--- config.mk ---
export PLATFORM = sky130hd
export DESIGN_NAME = instruction_encoder_flat
export DESIGN_NICKNAME = d
export VERILOG_FILES = /design/src/rtl/instruction_encoder_if.sv /design/src/rtl/instruction_encoder.sv /design/src/flat_wrapper.sv
export SDC_FILE = /design/constraint.sdc
export NUM_CORES = 1
export LEC_CHECK = 0
export CAP_MARGIN = 30
export CORE_MARGIN = 5
export CORE_UTILIZATION = 47
export DETAILED_ROUTE_END_ITERATION = 7
export GPL_TIMING_DRIVEN = 0
export PLACE_DENSITY_LB_ADDON = 0.2
export SYNTH_ARGS = -nofsm -noshare
export SYNTH_HDL_FRONTEND = slang
export SYNTH_SLANG_ARGS = --single-unit
--- constraint.sdc ---
create_clock -name i_clk -period 1.9 [get_ports i_clk]
set_input_delay 0.38 -clock i_clk [delete_from_list [all_inputs] [get_ports i_clk]]
set_output_delay 0.38 -clock i_clk [all_outputs]
set_load 0.01 [all_outputs]
--- src/rtl/instruction_encoder_if.sv ---
// instruction_encoder_if
//   Bundles the operator-entry inputs and the instruction-memory write port
//   of instruction_encoder.
//   i_sw      8       switch value sampled on each i_next
//   i_next    1       one-cycle pulse: latch i_sw into current field, advance
//   i_cancel  1       one-cycle pulse: abandon the current entry
//   i_ready   1       memory accepts o_instr this cycle
//   o_instr   32      assembled instruction
//   o_valid   1       o_instr complete and offered
//   o_addr    ADDR_W  write address for o_instr
//   o_state   3       current FSM state, for display
//   o_err     1       one-cycle pulse on an invalid mnemonic code
//   master: the side driving switches/buttons and ready (board / bench)
//   slave : the encoder itself
interface instruction_encoder_if #(
  parameter int ADDR_W = 8
);
  logic [7:0]        i_sw;
  logic              i_next;
  logic              i_cancel;
  logic              i_ready;
  logic [31:0]       o_instr;
  logic              o_valid;
  logic [ADDR_W-1:0] o_addr;
  logic [2:0]        o_state;
  logic              o_err;

  modport master (
    output i_sw, i_next, i_cancel, i_ready,
    input  o_instr, o_valid, o_addr, o_state, o_err
  );

  modport slave (
    input  i_sw, i_next, i_cancel, i_ready,
    output o_instr, o_valid, o_addr, o_state, o_err
  );
endinterface

--- src/rtl/instruction_encoder.sv ---
// instruction_encoder
//   Switch-driven MIPS instruction assembler. The operator picks a mnemonic
//   code and enters register / immediate fields one per i_next pulse; the
//   packed 32-bit word is offered on a valid/ready port together with an
//   auto-incrementing write address.
//   i_clk  : rising-edge clock
//   i_rst  : asynchronous active-high reset
//   bus    : instruction_encoder_if.slave (switch inputs, write port, status)
module instruction_encoder #(
  parameter int ADDR_W = 8
) (
  input  logic                  i_clk,
  input  logic                  i_rst,
  instruction_encoder_if.slave  bus
);

  localparam logic [2:0] ST_OP   = 3'd0;
  localparam logic [2:0] ST_RS   = 3'd1;
  localparam logic [2:0] ST_RT   = 3'd2;
  localparam logic [2:0] ST_RD   = 3'd3;
  localparam logic [2:0] ST_IMLO = 3'd4;
  localparam logic [2:0] ST_IMHI = 3'd5;
  localparam logic [2:0] ST_EMIT = 3'd6;

  localparam logic [1:0] KIND_R   = 2'd0;
  localparam logic [1:0] KIND_I   = 2'd1;
  localparam logic [1:0] KIND_J   = 2'd2;
  localparam logic [1:0] KIND_BAD = 2'd3;

  // Instruction class of a mnemonic code; codes 12-15 are unassigned.
  function automatic logic [1:0] code_kind(input logic [3:0] c);
    if (c <= 4'd4)       return KIND_R;
    else if (c <= 4'd10) return KIND_I;
    else if (c == 4'd11) return KIND_J;
    else                 return KIND_BAD;
  endfunction

  function automatic logic [5:0] r_funct(input logic [3:0] c);
    case (c)
      4'd0:    return 6'b100000;
      4'd1:    return 6'b100010;
      4'd2:    return 6'b100100;
      4'd3:    return 6'b100101;
      4'd4:    return 6'b101010;
      default: return 6'b000000;
    endcase
  endfunction

  function automatic logic [5:0] i_opcode(input logic [3:0] c);
    case (c)
      4'd5:    return 6'b001000;
      4'd6:    return 6'b001100;
      4'd7:    return 6'b100011;
      4'd8:    return 6'b101011;
      4'd9:    return 6'b000100;
      4'd10:   return 6'b000101;
      default: return 6'b000000;
    endcase
  endfunction

  function automatic logic [31:0] pack(input logic [3:0]  c,
                                       input logic [4:0]  f_rs,
                                       input logic [4:0]  f_rt,
                                       input logic [4:0]  f_rd,
                                       input logic [15:0] f_imm);
    case (code_kind(c))
      KIND_R:  return {6'b000000, f_rs, f_rt, f_rd, 5'b00000, r_funct(c)};
      KIND_I:  return {i_opcode(c), f_rs, f_rt, f_imm};
      KIND_J:  return {6'b000010, 10'b0, f_imm};
      default: return 32'h0;
    endcase
  endfunction

  logic [2:0]        state;
  logic [3:0]        code;
  logic [4:0]        rs;
  logic [4:0]        rt;
  logic [7:0]        imm_lo;
  logic [31:0]       instr;
  logic              valid;
  logic [ADDR_W-1:0] addr;
  logic              err;

  logic [1:0] kind_sw;
  logic [1:0] kind_cur;

  assign kind_sw  = code_kind(bus.i_sw[3:0]);
  assign kind_cur = code_kind(code);

  always_ff @(posedge i_clk or posedge i_rst) begin
    if (i_rst) begin
      state  <= ST_OP;
      code   <= '0;
      rs     <= '0;
      rt     <= '0;
      imm_lo <= '0;
      instr  <= '0;
      valid  <= 1'b0;
      addr   <= '0;
      err    <= 1'b0;
    end else begin
      err <= 1'b0;
      // A completed handshake beats a simultaneous cancel: the word commits.
      if (valid && bus.i_ready) begin
        valid <= 1'b0;
        state <= ST_OP;
        addr  <= addr + 1'b1;
      end else if (bus.i_cancel) begin
        valid  <= 1'b0;
        state  <= ST_OP;
        code   <= '0;
        rs     <= '0;
        rt     <= '0;
        imm_lo <= '0;
      end else if (bus.i_next) begin
        case (state)
          ST_OP: begin
            if (kind_sw == KIND_BAD) begin
              err <= 1'b1;
            end else begin
              code  <= bus.i_sw[3:0];
              state <= (kind_sw == KIND_J) ? ST_IMLO : ST_RS;
            end
          end
          ST_RS: begin
            rs    <= bus.i_sw[4:0];
            state <= ST_RT;
          end
          ST_RT: begin
            rt    <= bus.i_sw[4:0];
            state <= (kind_cur == KIND_R) ? ST_RD : ST_IMLO;
          end
          ST_RD: begin
            // Final R-type field goes straight into the word so o_valid
            // rises on this same edge.
            instr <= pack(code, rs, rt, bus.i_sw[4:0], 16'h0);
            valid <= 1'b1;
            state <= ST_EMIT;
          end
          ST_IMLO: begin
            imm_lo <= bus.i_sw;
            state  <= ST_IMHI;
          end
          ST_IMHI: begin
            instr <= pack(code, rs, rt, 5'd0, {bus.i_sw, imm_lo});
            valid <= 1'b1;
            state <= ST_EMIT;
          end
          default: ; // EMIT holds the word; i_next has no effect
        endcase
      end
    end
  end

  assign bus.o_instr = instr;
  assign bus.o_valid = valid;
  assign bus.o_addr  = addr;
  assign bus.o_state = state;
  assign bus.o_err   = err;

endmodule
--- src/flat_wrapper.sv ---
// flat-port wrapper written by rule: the top's interface ports become plain ports
module instruction_encoder_flat 
#(
  parameter int ADDR_W = 8
)
  (i_clk, i_rst, bus_i_sw, bus_i_next, bus_i_cancel, bus_i_ready, bus_o_instr, bus_o_valid, bus_o_addr, bus_o_state, bus_o_err);
  instruction_encoder_if #(.ADDR_W(ADDR_W)) bus_i ();
  input  logic i_clk;
  input  logic i_rst;
  input wire logic [$bits(bus_i.i_sw)-1:0] bus_i_sw;
  input wire logic [$bits(bus_i.i_next)-1:0] bus_i_next;
  input wire logic [$bits(bus_i.i_cancel)-1:0] bus_i_cancel;
  input wire logic [$bits(bus_i.i_ready)-1:0] bus_i_ready;
  output wire logic [$bits(bus_i.o_instr)-1:0] bus_o_instr;
  output wire logic [$bits(bus_i.o_valid)-1:0] bus_o_valid;
  output wire logic [$bits(bus_i.o_addr)-1:0] bus_o_addr;
  output wire logic [$bits(bus_i.o_state)-1:0] bus_o_state;
  output wire logic [$bits(bus_i.o_err)-1:0] bus_o_err;
  assign bus_i.i_sw = bus_i_sw;
  assign bus_i.i_next = bus_i_next;
  assign bus_i.i_cancel = bus_i_cancel;
  assign bus_i.i_ready = bus_i_ready;
  assign bus_o_instr = bus_i.o_instr;
  assign bus_o_valid = bus_i.o_valid;
  assign bus_o_addr = bus_i.o_addr;
  assign bus_o_state = bus_i.o_state;
  assign bus_o_err = bus_i.o_err;
  instruction_encoder #(.ADDR_W(ADDR_W)) u_core (.i_clk(i_clk), .i_rst(i_rst), .bus(bus_i));
endmodule
# Yosys cells after proc, flatten, opt, wreduce, memory -nomap -nowiden
# Cells that the tools add are included.
# totals
register_bits	67
word_cells	112
inputBits	13
output_inout_bits	45
# op_classes
addsub	1
reduce_logical	23
n_eq_ne	25
n_mux	48
bitwise_logic	2
order_cmp	4
# ops
operator	count
$pmux 32 s3	2
$pmux 32 s2	1
$pmux 6 s6	1
$mux 5	6
$pmux 6 s5	1
$mux 2	12
$mux 8	3
$eq 4x4->1 const B	5
$mux 3	6
$eq 4x3->1 const B	4
$mux 4	4
$pmux 3 s5	1
$reduce_and 3->1	4
$reduce_bool 2->1	6
$mux 1	11
$add 8x1->8 const B	1
$eq 2x2->1 const B	4
$eq 4x2->1 const B	2
$le 4x3->1 const B	2
$le 4x4->1 const B	2
$reduce_and 4->1	2
$reduce_bool 7->1	1
$eq 3x2->1 const B	2
$eq 3x3->1 const B	2
13 further kinds	18

# Longest topological paths before layout
# logic_depth
ltp_word	11
depth_mapped	7
depth_no_buf	4

# Least setup slack after synthesis
# No wires, ideal clock.
# synth_path
path_kind	flip-flop to flip-flop
start	register u_core.state[2], in the netlist u_core.bus.o_state[2]
end	register u_core.code[0]
period_less_slack_ns	1.604
t_required_ns	1.775
setup_slack_ns	0.296
path_stages_with_launch	6
n_path_buf	1
arrival_time_ns	1.480
setup_ns	0.125
path_cell_list	dfrtp_1 > buf_2 > nor4b_2 > a21oi_1 > nor2_4 > mux2_2
# synth_via
elab_chain_len	3
# synth_lines
element	line	text
start, declared	instruction_encoder.sv:74	logic [2:0] state;
start signal, assigned	instruction_encoder.sv:122	state <= (kind_sw == KIND_J) ? ST_IMLO : ST_RS;
start signal, assigned	instruction_encoder.sv:131	state <= (kind_cur == KIND_R) ? ST_RD : ST_IMLO;
$logic_not 3->1	instruction_encoder.sv:116	case (state)
$reduce_bool 2->1 (no source line)	n/a	
$reduce_and 4->1 (no source line)	n/a	
end signal, assigned	instruction_encoder.sv:121	code <= bus.i_sw[3:0];
end, declared	instruction_encoder.sv:75	logic [3:0] code;
# Every way passes these cells.
# A chain may end at the register's enable or synchronous reset.

# Final worst setup path
# layout_path
start	register u_core.state[1], in the netlist u_core.bus.o_state[1]
end	register u_core.imm_lo[2]
# layout_via
elab_chain_len	3
# layout_lines
element	line	text
$eq 3x3->1	instruction_encoder.sv:116	
$reduce_bool 2->1 (no source line)	n/a	
$reduce_and 3->1 (no source line)	n/a	
end signal, assigned	instruction_encoder.sv:141	imm_lo <= bus.i_sw;
end, declared	instruction_encoder.sv:78	logic [7:0] imm_lo;
# Every way passes these cells.

==> flow_results.xml <==
<?xml version="1.0" encoding="UTF-8"?>
<metrics>
  <group name="status">
    <metric name="run_status" unit="">completed</metric>
  </group>
  <group name="floorplan">
    <metric name="die_height" unit="µm">91.1</metric>
    <metric name="initial_core_util" unit="%">48.4</metric>
    <metric name="std_cell_rows" unit="">29</metric>
    <metric name="die-area" unit="µm²">8300</metric>
    <metric name="pin_count" unit="">58</metric>
    <metric name="coreArea" unit="µm²">6390</metric>
    <metric name="dieWidth" unit="µm">91.1</metric>
  </group>
  <group name="pwr">
    <metric name="power_total" unit="µW">3450</metric>
    <metric name="power-per-cell-area" unit="nW/µm²">876</metric>
    <metric name="max-vdd-ir-drop" unit="µV">494</metric>
    <metric name="leakagePower" unit="µW">0.00177</metric>
  </group>
  <group name="cells_and_area">
    <metric name="layout.filler_cells" unit="">545</metric>
    <metric name="finish.net_count" unit="">370</metric>
    <metric name="post_layout_util" unit="%">61.7</metric>
    <metric name="final-instance-count-excl-fill" unit="">438</metric>
    <metric name="stdcell_area" unit="µm²">3940</metric>
    <metric name="drive_above_1_share" unit="%">16.9</metric>
    <metric name="synthToLayoutAreaGrowth" unit="%">27.5</metric>
    <metric name="diodes" unit="">0</metric>
  </group>
  <group name="global_route">
    <metric name="antenna_found_initial" unit="">0</metric>
    <metric name="grt_first_pass_wirelength" unit="µm">12100</metric>
    <metric name="grt_start_max_net_pins" unit="">43</metric>
    <metric name="globalRouteTotalUtil" unit="%">18.1</metric>
    <metric name="grt_remaining_overflow" unit="">0</metric>
    <metric name="first_global_vias" unit="">2425</metric>
  </group>
  <group name="route">
    <metric name="detail_route.vias_per_cell" unit="">5.51</metric>
    <metric name="firstDrtPassIters" unit="">4</metric>
    <metric name="iter_0_drt_violations" unit="">160</metric>
    <metric name="postRouteAntennaNets" unit="">0</metric>
    <metric name="remaining_drc_errors" unit="">0</metric>
    <metric name="dr_total_vias" unit="">2412</metric>
    <metric name="avgRoutedWirePerCell" unit="µm">16.4</metric>
    <metric name="wirelength" unit="µm">7170</metric>
  </group>
  <group name="logic_synthesis">
    <metric name="yosysUniqueCellTypes" unit="">51</metric>
    <metric name="synth_largest_area_cell" unit="">sky130_fd_sc_hd__dfrtp_1</metric>
    <metric name="synth_seq_cells" unit="">66</metric>
    <metric name="dominantRegCellSynth" unit="">sky130_fd_sc_hd__dfrtp_1</metric>
    <metric name="synth_fp_nets" unit="">303</metric>
    <metric name="ys_seq_area_share" unit="%">53.4</metric>
    <metric name="asyncSetResetFlopFracSynth" unit="%">100</metric>
    <metric name="area_contributors_post_synth" unit="">sky130_fd_sc_hd__dfrtp_1 53%, sky130_fd_sc_hd__nand2_1 5.6%, sky130_fd_sc_hd__mux2_2 5.5%</metric>
    <metric name="synth.top_cell.area_share" unit="%">53.4</metric>
    <metric name="synth_enable_flop_cells" unit="">0</metric>
    <metric name="netlist_area_before_placement" unit="µm²">3090</metric>
    <metric name="post_synthesis_average_cell_area" unit="µm²">10.7</metric>
    <metric name="synth_common_cells" unit="">66 x sky130_fd_sc_hd__dfrtp_1, 46 x sky130_fd_sc_hd__nand2_1, 26 x sky130_fd_sc_hd__o21ai_0</metric>
    <metric name="synth.most_common_cell" unit="">sky130_fd_sc_hd__dfrtp_1</metric>
    <metric name="syn_inst" unit="">289</metric>
    <metric name="ys.warnings.count" unit="">0</metric>
  </group>
  <group name="timing">
    <metric name="final.setup_skew" unit="ps">7.14</metric>
    <metric name="max_slew.worst_pin.slew" unit="ps">582</metric>
    <metric name="final-hold-violation-count" unit="">0</metric>
    <metric name="fin_worst_hold_slack" unit="ps">338</metric>
    <metric name="setup_viol" unit="">0</metric>
    <metric name="relSlewSlack" unit="%">61.1</metric>
    <metric name="fmax" unit="GHz">0.556</metric>
    <metric name="finalCriticalPeriod" unit="ps">1800</metric>
    <metric name="final-max-slew-violation-count" unit="">0</metric>
    <metric name="rsz_0062_raised_after_global_routing" unit="">no</metric>
    <metric name="layout_worst_path_cycle_share" unit="%">94.6</metric>
  </group>
  <group name="cts">
    <metric name="cts.sinks" unit="">66</metric>
    <metric name="cts_made_buffers" unit="">9</metric>
    <metric name="h_tree_lvl_count" unit="">3</metric>
    <metric name="cts-hold-fix-buffers" unit="">0</metric>
    <metric name="tritoncts_clock_tree" unit="">yes</metric>
    <metric name="clock_latency" unit="ps">340</metric>
    <metric name="clock_path_buffers" unit="">2</metric>
    <metric name="clock_tree.root_cell" unit="">sky130_fd_sc_hd__clkbuf_8</metric>
    <metric name="clkTransAtPathRegs" unit="ps">80</metric>
  </group>
  <group name="setup_path">
    <metric name="critical_path_arrival" unit="ps">2030</metric>
    <metric name="setup.worst_path.start_class" unit="">register</metric>
    <metric name="end_kind" unit="">register</metric>
    <metric name="timing.setup.critical_path_class" unit="">reg2reg</metric>
    <metric name="crit_required" unit="ps">2130</metric>
    <metric name="critical_path.max_fanout" unit="">10</metric>
  </group>
  <group name="worst_hold_path">
    <metric name="hp-class" unit="">in2reg</metric>
  </group>
  <group name="placed_design">
    <metric name="detailed_placer_s_ending_hpwl" unit="µm">5080</metric>
    <metric name="port_buffers" unit="">55</metric>
    <metric name="dpl.cell_count" unit="">422</metric>
    <metric name="finalWeightedCongestion" unit="">0.863</metric>
    <metric name="placed_cell_area" unit="µm²">3760</metric>
  </group>
  <group name="flow_run">
    <metric name="number_of_max_cap_violations" unit="">0</metric>
  </group>
</metrics>
==> cells by family after synthesis <==
logic type,Yosys count,share of synthesized area (%)
AND/OR/NAND/NOR,93,16.0
AO/OA/AOI/OAI,73,15.6
flip-flops,66,53.4
buffers and inverters,25,4.29
multiplexers,20,7.29
XOR/XNOR,10,2.83
adder cells (fa/ha/maj),1,0.405
other,1,0.121
==> repair_timing <==
item | in CTS | in global routing
buffers inserted | 0 | 0
resized for setup | 0 | 2
setup endpoints to repair | 0 | 4
==> state kept, by name, indices dropped and copies added, names as in the netlist <==
name and count:
u_core.code 4, u_core.bus.o_state 3, u_core.bus.o_instr 31, u_core.rs 5, u_core.bus.o_addr 8, u_core.imm_lo 8
u_core.bus.o_valid 1, u_core.rt 5, u_core.bus.o_err 1
==> cell usage in the layout (no fill, tap or decap), types with 5 or more instances in the layout <==
cell type / count
sky130_fd_sc_hd__a21o_1: 7
sky130_fd_sc_hd__a21oi_1: 7
sky130_fd_sc_hd__a22o_1: 11
sky130_fd_sc_hd__a31oi_1: 5
sky130_fd_sc_hd__buf_2: 10
sky130_fd_sc_hd__buf_4: 5
sky130_fd_sc_hd__clkbuf_8: 10
sky130_fd_sc_hd__clkdlybuf4s50_1: 55
sky130_fd_sc_hd__dfrtp_1: 66
sky130_fd_sc_hd__mux2_1: 5
sky130_fd_sc_hd__mux2_2: 15
sky130_fd_sc_hd__nand2_1: 46
sky130_fd_sc_hd__nand2b_1: 5
sky130_fd_sc_hd__nor2_1: 11
sky130_fd_sc_hd__nor2b_1: 6
sky130_fd_sc_hd__o21ai_0: 26
sky130_fd_sc_hd__xnor2_1: 7
==> where the power goes <==
part           internal (µW)  total [µW]  switching, µW
sequential              1550        1650           95.1
clock                    508        1090            585
combinational            370         713            343
==> metrics by stage <==
step / setup TNS (ps) / setup WS (ps)
3_3_place_gp: -8760 / -250
5_1_grt: 0 / 9.29
6_report: 0 / 102
2_1_floorplan: 0 / 296
4_1_cts: 0 / 85.0
3_5_place_dp: -8590 / -281
==> per-layer routing <==
| layer | vias to the layer above | global-route usage, % | part of all wire, % |
|---|---|---|---|
| li1 | 1146 | - | - |
| met1 | 1185 | 24.8 | 47 |
| met2 | 69 | 28.7 | 46 |
| met3 | 12 | 4.13 | 5.3 |
| met4 | 0 | 5.87 | 1.7 |
| met5 | - | 0 | 0 |
==> worst paths after layout <==
| path | start | endpoint | slack (ps) | cells after the start |
|---|---|---|---|---|
| max | u_core.bus.o_state[1]$_DFFE_PP0P_ | u_core.imm_lo[2]$_DFFE_PP0P_ | 100 | 5 |
| min | bus_i_next | u_core.bus.o_state[0]$_DFFE_PP0P_ | 340 | 2 |
| max reg2reg | u_core.bus.o_state[1]$_DFFE_PP0P_ | u_core.imm_lo[2]$_DFFE_PP0P_ | 100 | 5 |
| min reg2reg | u_core.bus.o_addr[7]$_DFFE_PP0P_ | u_core.bus.o_addr[7]$_DFFE_PP0P_ | 460 | 1 |
| max in group asynchronous | i_rst | u_core.imm_lo[0]$_DFFE_PP0P_ | 870 | 3 |
| min in group asynchronous | i_rst | u_core.bus.o_instr[29]$_DFFE_PP0P_ | 440 | 2 |
==> cell type report <==
type	instances	area, µm²	share of cell area [%]
flip-flops and latches	66	1650	41.9
inverters	6	26.3	0.667
repair buffers	56	571	14.5
plain buffers	19	111	2.83
clock buffers	10	138	3.49
clock inverters	6	41.3	1.05
multi-input cells	198	1310	33.1
well taps	77	96.3	2.44
==> worst max-delay path: stages (launching register included) <==
cell and delay (ps):
sky130_fd_sc_hd__dfrtp_1 350, sky130_fd_sc_hd__buf_4 170, sky130_fd_sc_hd__and4bb_2 250, sky130_fd_sc_hd__o21ai_1 250, sky130_fd_sc_hd__buf_2 290, sky130_fd_sc_hd__mux2_2 360
(Power assumes the default switching activity.)
